### src/rtl/ad7265_responder.sv
// AD7265-style dual serial ADC responder: two 6x12-bit tables shifted out MSB-first on douta/doutb.
// Optional build macro AD7265_RESPONDER_RAMP_EN: each completed frame increments the table entries it used.
module ad7265_responder (
   input  logic        clock,
   input  logic        reset_n,
   input  logic        adc_sclk_en,
   input  logic        ncs,
   input  logic [2:0]  adc_addr,
   input  logic        sgl,
   input  logic        rng,
   input  logic        wr_en,
   input  logic        wr_ch,
   input  logic [2:0]  wr_idx,
   input  logic [11:0] wr_data,
   output logic        douta,
   output logic        doutb,
   output logic        dout_oe,
   output logic [15:0] frame_count,
   output logic        last_sgl,
   output logic        last_rng,
   output logic        short_frame,
   input  logic        short_clr
);

   typedef enum logic [1:0] {IDLE, SHIFT, TAIL} state_t;

   state_t      state, state_next;
   logic        ncs_q;
   logic [3:0]  bit_cnt;
   logic [15:0] sh_a, sh_b;
   logic [2:0]  frame_addr;
   logic [11:0] tab_a [6];
   logic [11:0] tab_b [6];
   logic [11:0] load_a, load_b;
   logic        start, step, to_tail, complete, abort;

   assign load_a = (adc_addr < 3'd6) ? tab_a[adc_addr] : 12'h000;
   assign load_b = (adc_addr < 3'd6) ? tab_b[adc_addr] : 12'h000;

   always_ff @(posedge clock or negedge reset_n) begin
      if (!reset_n) state <= IDLE;
      else          state <= state_next;
   end

   // NOTE: every output of this block gets a default first, so no path leaves one unassigned (no latches).
   always_comb begin
      state_next = state;
      start      = 1'b0;
      step       = 1'b0;
      to_tail    = 1'b0;
      complete   = 1'b0;
      abort      = 1'b0;
      unique case (state)
         IDLE: begin
            if (!ncs && ncs_q) begin
               start      = 1'b1;
               state_next = SHIFT;
            end
         end
         SHIFT, TAIL: begin
            if (ncs) begin
               state_next = IDLE;
               if (bit_cnt >= 4'd13) complete = 1'b1;
               else                  abort    = 1'b1;
            end else if (state == SHIFT && adc_sclk_en) begin
               if (bit_cnt == 4'd15) begin
                  to_tail    = 1'b1;
                  state_next = TAIL;
               end else begin
                  step = 1'b1;
               end
            end
         end
         default: state_next = IDLE;
      endcase
   end

   // Shift words are captured at frame start, so table writes mid-frame never disturb the frame in flight.
   always_ff @(posedge clock or negedge reset_n) begin
      if (!reset_n) begin
         ncs_q       <= 1'b0;
         bit_cnt     <= '0;
         sh_a        <= '0;
         sh_b        <= '0;
         frame_addr  <= '0;
         douta       <= 1'b0;
         doutb       <= 1'b0;
         dout_oe     <= 1'b0;
         frame_count <= '0;
         last_sgl    <= 1'b0;
         last_rng    <= 1'b0;
         short_frame <= 1'b0;
      end else begin
         ncs_q <= ncs;
         if (start) begin
            frame_addr <= adc_addr;
            last_sgl   <= sgl;
            last_rng   <= rng;
            sh_a       <= {2'b00, load_a, 2'b00};
            sh_b       <= {2'b00, load_b, 2'b00};
            bit_cnt    <= '0;
            dout_oe    <= 1'b1;
            douta      <= 1'b0;
            doutb      <= 1'b0;
         end
         if (step) begin
            bit_cnt <= bit_cnt + 4'd1;
            douta   <= sh_a[14];
            doutb   <= sh_b[14];
            sh_a    <= {sh_a[14:0], 1'b0};
            sh_b    <= {sh_b[14:0], 1'b0};
         end
         if (to_tail) begin
            douta <= 1'b0;
            doutb <= 1'b0;
         end
         if (complete || abort) begin
            dout_oe <= 1'b0;
            douta   <= 1'b0;
            doutb   <= 1'b0;
         end
         if (complete) frame_count <= frame_count + 16'd1;
         if (abort)          short_frame <= 1'b1;
         else if (short_clr) short_frame <= 1'b0;
      end
   end

   // NOTE: the tables are reset like any other state because a known all-zero content is required after reset.
   always_ff @(posedge clock or negedge reset_n) begin
      if (!reset_n) begin
         for (int i = 0; i < 6; i++) begin
            tab_a[i] <= '0;
            tab_b[i] <= '0;
         end
      end else begin
`ifdef AD7265_RESPONDER_RAMP_EN
         if (complete && frame_addr < 3'd6) begin
            tab_a[frame_addr] <= tab_a[frame_addr] + 12'd1;
            tab_b[frame_addr] <= tab_b[frame_addr] + 12'd1;
         end
`endif
         // NOTE: non-blocking assignments; the later write to the same entry wins, giving wr_en priority over the ramp.
         if (wr_en && wr_idx < 3'd6) begin
            if (wr_ch) tab_b[wr_idx] <= wr_data;
            else       tab_a[wr_idx] <= wr_data;
         end
      end
   end

endmodule
### config.mk
export PLATFORM = sky130hd
export DESIGN_NAME = ad7265_responder
export DESIGN_NICKNAME = d
export VERILOG_FILES = /design/src/rtl/ad7265_responder.sv
export SDC_FILE = /design/constraint.sdc
export NUM_CORES = 1
export LEC_CHECK = 0
export BUFFER_PORTS_ARGS = -buffer_cell sky130_fd_sc_hd__clkbuf_2
export CAP_MARGIN = 20
export CELL_PAD_IN_SITES_DETAIL_PLACEMENT = 2
export CELL_PAD_IN_SITES_GLOBAL_PLACEMENT = 2
export CORE_MARGIN = 1.5
export CORE_UTILIZATION = 42
export DETAILED_ROUTE_END_ITERATION = 12
export PLACE_DENSITY_LB_ADDON = 0.15
export SETUP_SLACK_MARGIN = 0.3
export SYNTH_ARGS = -nofsm -noshare
export SYNTH_HDL_FRONTEND = slang
export SYNTH_SLANG_ARGS = --single-unit
### constraint.sdc
create_clock -name clock -period 2.7 [get_ports clock]
set_clock_uncertainty 0.05 [all_clocks]
set_input_delay 0.135 -clock clock [delete_from_list [all_inputs] [get_ports clock]]
set_output_delay 0.135 -clock clock [all_outputs]
set_load 0.005 [all_outputs]
# ---- Yosys cells after proc, flatten, opt, wreduce, memory -nomap -nowiden
# Index checks and enable logic that the tools add are counted.
dict set report word_totals {
  register_bits 203
  in_bits 27
  out_inout_bits 22
  word_cells 106
}
dict set report classes {
  addsub 2
  order_cmp 6
  eq_ne 6
  muxes 50
  bitwise 3
  n_reduce_logical 15
}
# operator n
set op_table {}
lappend op_table {{bitwise mux 72 bit} 2}
lappend op_table {{2-to-1 mux 12 bit} 7}
lappend op_table {{binary-select mux 12 bit (select 3 bit)} 2}
lappend op_table {{2-to-1 mux 15 bit} 4}
lappend op_table {{demux 12 bit (select 3 bit)} 1}
lappend op_table {{2-to-1 mux 1 bit} 27}
lappend op_table {{adder 16 x 1 -> 16 bit, second input constant} 1}
lappend op_table {{greater-or-equal comparator 4 bit, second input constant} 3}
lappend op_table {{2-to-1 mux 2 bit} 4}
lappend op_table {{2-to-1 mux 4 bit} 2}
lappend op_table {{NOT 3 -> 4 bit} 2}
lappend op_table {{< comparator 3 bit, second input constant} 2}
lappend op_table {{!= test 3 bit, second input constant} 2}
lappend op_table {{nonzero test 2 bit} 3}
lappend op_table {{adder 4 x 1 -> 4 bit, second input constant} 1}
lappend op_table {{equality test 4 bit, second input constant} 1}
lappend op_table {{logical AND 1 bit} 4}
lappend op_table {{< comparator 4 x 1 -> 1 bit, second input constant} 1}
lappend op_table {{one-hot mux 2 bit (2 select lines)} 1}
lappend op_table {{AND reduction 2 bit} 2}
lappend op_table {{nonzero test 4 bit} 1}
lappend op_table {{AND reduction 3 bit} 1}
lappend op_table {{equality test 2 x 1 -> 1 bit, second input constant} 1}
lappend op_table {{equality test 2 bit, second input constant} 1}
lappend op_table {{other kinds (6)} 6}

# ---- Longest topological paths before layout
dict set report depth {
  depth_word 8
  depth_mapped 8
  ltp_nobuf 6
}

# ---- Worst setup path before layout
# OpenSTA, ideal clock, no wires.
dict set report synth_path {
  kind {register to register}
  start {register state[0]}
  end {register bit_cnt[3]}
  arrival_time_ns 1.729
  required_ns 2.532
  path_slack_ns 0.802
  path_stages_with_launch 8
  period_less_slack_ns 1.898
  cell_sequence {dfrtp_1 -> inv_1 -> ha_1 -> nand4b_2 -> nor2b_1 -> buf_4 -> mux2_1 -> a21o_1}
}
dict set report synth_via {
  elab_chain_len 6
  elab_cells_between_ends 11
}
# element line
set synth_lines {}
lappend synth_lines {{from (decl)} 27} ;# state_t state, state_next;
lappend synth_lines {{from (signal assigned)} 42} ;# else state <= state_next;
lappend synth_lines {{equality test 2 x 1 -> 1 bit} {53, 65}}
lappend synth_lines {{logical AND 1 bit} 65} ;# end else if (state == SHIFT && adc_sclk_en) begin
lappend synth_lines {{2-to-1 mux 1 bit} 65}
lappend synth_lines {{2-to-1 mux 1 bit} 61} ;# if (ncs) begin
lappend synth_lines {{2-to-1 mux 1 bit} 53} ;# unique case (state)
lappend synth_lines {{2-to-1 mux 4 bit or nonzero test 2 bit (tied branches)} n/a}
lappend synth_lines {{to (signal assigned)} 107} ;# bit_cnt <= bit_cnt + 4'd1;
lappend synth_lines {{to (decl)} 29} ;# logic [3:0] bit_cnt;
# Several ways; a longest one is shown, not always the timed one.
# A chain may end at the register's enable or synchronous reset.

# ---- Final worst setup path
dict set report layout_path {
  start {register state[0]}
  end {register sh_a[6]}
}
dict set report layout_via {
  elab_chain_len 6
  elab_cells_between_ends 11
}
# element line
set layout_lines {}
lappend layout_lines {{equality test 2 x 1 -> 1 bit} {53, 65}}
lappend layout_lines {{logical AND 1 bit} 65}
lappend layout_lines {{2-to-1 mux 1 bit} 65}
lappend layout_lines {{2-to-1 mux 1 bit} 61}
lappend layout_lines {{2-to-1 mux 1 bit} 53}
lappend layout_lines {{2-to-1 mux 15 bit or nonzero test 2 bit (tied branches)} n/a}
lappend layout_lines {{to (signal assigned)} 99} ;# sh_a <= {2'b00, load_a, 2'b00};
lappend layout_lines {{to (signal assigned)} 110} ;# sh_a <= {sh_a[14:0], 1'b0};
lappend layout_lines {{to (decl)} 30} ;# logic [15:0] sh_a, sh_b;
# Several ways; a longest one is shown, not always the timed one.

==> key figures <==
Status
  • Status: completed

Synthesis
  • Yosys warning total: 0
  • Post-synthesis mux area share: 27.18%
  • Synth cell count leaders: dfrtp_1, mux2_2, mux2i_1, o22ai_1, o21ai_0
  • Syn Nets: 740
  • Most common cell in the synthesized netlist: dfrtp_1
  • Xor and xnor area share after synthesis: 1.439%
  • Synth area leaders: dfrtp_1, mux2_2, mux2i_1, mux2_4, o22ai_1
  • Synthesized flop and latch total: 199
  • Number of synthesized flops with an enable pin: 0
  • Largest family of logic cells by synthesized area: multiplexers
  • Simple-Gate Fraction of Synth Area: 5.987%
  • Synth Area in Compound Gates: 6.919%
  • Post-synthesis adder-cell area fraction: 0.8220%
  • Synth top area share: 54.53%
  • Most used DFF post-synth: dfrtp_1
  • FFs w/ async S/R, synth: 100.0%
  • Leading area contributor after synthesis: dfrtp_1
  • Sequential element share of the synthesized area: 54.53%
  • Netlist Area Pre-Place: 9133 um2
  • Mapped Cells: 707
  • Synth Area per Inst: 12.92 um2
  • Library cells used by synthesis: 43

Critical path
  • FF-to-FF End: sh_a[6]
  • FF-to-FF Start: state[0]
  • Worst path arrival time: 2370 ps
  • Worst Path Max Fanout: 56
  • Req. time, crit path: 2930 ps
  • Crit. End Element: flip-flop
  • Crit path launch: state[0]
  • Setup crit end: sh_a[6]
  • Crit start category: flip-flop
  • Worst R2R Setup Slack: 560 ps
  • FF-to-FF path depth: 6
  • Setup CP Type: reg -> reg

Place
  • Routability cong.: 0.7516
  • Post-DP Area: 9687 um2
  • Number of I/O port buffers: 48
  • Dpl ws: 565.5 ps
  • Hpwl dp: 15580 um

Clocking
  • CTS tree: built
  • CTS H-tree lvls: 4
  • Worst skew pair latency: 440 ps
  • Cts bufs inserted: 17
  • Root buffer cell: clkbuf_16
  • Worst-case clock buffer depth: 2
  • Worst-path clk slew: 70 ps
  • Setup Buffers After CTS: 0
  • CTS sink count: 199

Global routing
  • Largest net degree at the start of global routing: 81
  • First-pass GRT wire length: 39640 um
  • GRT Total Usage: 23.68%
  • Initial antenna violation count: 0
  • Vias in the first global route: 6854
  • GR Overflow Total: 0

Worst hold path
  • HP Class: in -> reg
  • WHS Path Cells: 2

Route
  • Total wire length: 24650 um
  • Router iterations before antenna repair: 4
  • Via/cell ratio: 5.653
  • Via Count: 5857
  • Detailed Route Iter0 Violations: 174
  • # DRC: 0
  • Routed wire per std cell: 23.79 um
  • Post-route ant nets: 0

Timing
  • Setup slack after layout: 555.7 ps
  • Maximum clock rate: 466.4 MHz
  • Final setup vio count: 0
  • Period utilisation layout: 79.42%
  • Hold Violations, Final: 0
  • Worst-Margin Slew: 857.4 ps
  • Worst slew margin: 42.70%
  • Slew Limit Fails: 0
  • RSZ-0062 raised after global routing: no
  • Final TNS setup: 0 ps
  • Tmin final: 2144 ps

Finish
  • N_diodes: 0
  • Layout area overhead: 12.88%
  • Area of the multi-input gates: 3876 um2
  • Fillers: 2018
  • Fin area: 10310 um2
  • Final nets: 783
  • Share of layout cells above drive strength 1: 33.38%
  • FF/Latch Area: 4980 um2

Floorplan
  • Starting Density: 43.17%
  • Num ports: 49
  • # rows: 53
  • Chip Width: 150.5 um
  • Die H: 150.5 um
  • Die area: 22640 um2
  • Core Region: 21150 um2

Power and ir drop
  • Static leakage: 0.004741 uW
  • Power density over the cells: 814.2 nW/um2
  • VDD IR-drop max: 0.4641 mV

Flow run
  • Total of max-cap violations: 0
==> kinds of logic after synthesis <==
logic type	Yosys count
and+or+nand+nor	105
xor gates and xnor gates	15
adders and majority gates	6
buffers and inverters	57
muxes	216
AOI/OAI and AO/OA	109
DFF	199
==> layout by cell type, fill, tap and decap left out, types with 5 or more instances in the layout <==
master         count
nand2_1           43
dlygate4sd3_1      5
nand3_1           12
o21ai_1            7
mux2_2           115
o21ai_0           44
mux2_4            30
buf_4             18
nand4_1            5
xnor2_1           12
nor2_1            12
o22ai_1           47
inv_1              6
dfrtp_1          199
clkinv_2           5
clkbuf_2          47
nand2b_1           8
mux2i_1           68
ha_1               6
clkbuf_16         17
==> layer usage <==
layer	global-route usage, %	vias to the layer above	part of all wire, %
met5	0	-	0
met4	6.716	0	1.9
met3	3.758	28	2.6
met2	42.32	89	52
met1	29.50	3120	43
li1	-	2620	-
==> power by group <==
part,switching (uW),leakage (uW),internal [uW]
clock network,1120,0.000284,1420
logic,789,0.00198,884
registers,455,0.00247,3730
==> critical path, stage by stage, from the launching register on <==
cell	delay, ps
dfrtp_1	380
inv_1	70
ha_1	380
nand4b_2	240
nor2b_4	170
buf_4	460
o21ai_0	210
==> sequential cells by signal, indices dropped and copies added (netlist names) <==
register	cells
tab_a	72
tab_b	72
frame_count	16
sh_a	13
sh_b	13
bit_cnt	4
state	2
dout_oe	1
douta	1
doutb	1
last_rng	1
last_sgl	1
ncs_q	1
short_frame	1
==> worst min path at each step <==
stage	start	to	slack [ps]
after floorplan	reset_n	bit_cnt[0]	-210
after global placement	reset_n	frame_count[11]	150
after detailed placement	reset_n	frame_count[13]	160
after CTS	wr_data[2]	tab_a[50]	40
after global routing	wr_data[2]	tab_a[50]	70
final	wr_data[2]	tab_a[50]	50
==> metrics by stage <==
step           hold slack (ps)  util, %  cells  power (uW)
4_1_cts                  44.75    48.73   1036        8487
2_1_floorplan           -210.6        -    707        5279
5_1_grt                  74.13    48.73   1036        8837
3_5_place_dp             163.4    45.79   1001        5887
6_report                 54.19    48.73   1036        8393
3_3_place_gp             146.5    45.79   1001        5675
==> what timing repair did <==
item | CTS | global route
hold endpoints to repair | 81 | 0
resized for setup | 0 | 0
hold buffers | 5 | 0
endpoints found under the setup margin | 0 | 0
==> area by class of cell <==
class                   count  share of cell area, %
repair buffers             75                  4.988
inverters                   6                 0.2185
clock buffers              21                  4.564
well taps                 275                  3.338
flip-flops and latches    199                  48.31
clock inverters             9                 0.9831
multi-input cells         451                  37.60
No activity file was read; power rests on OpenSTA's default activity.
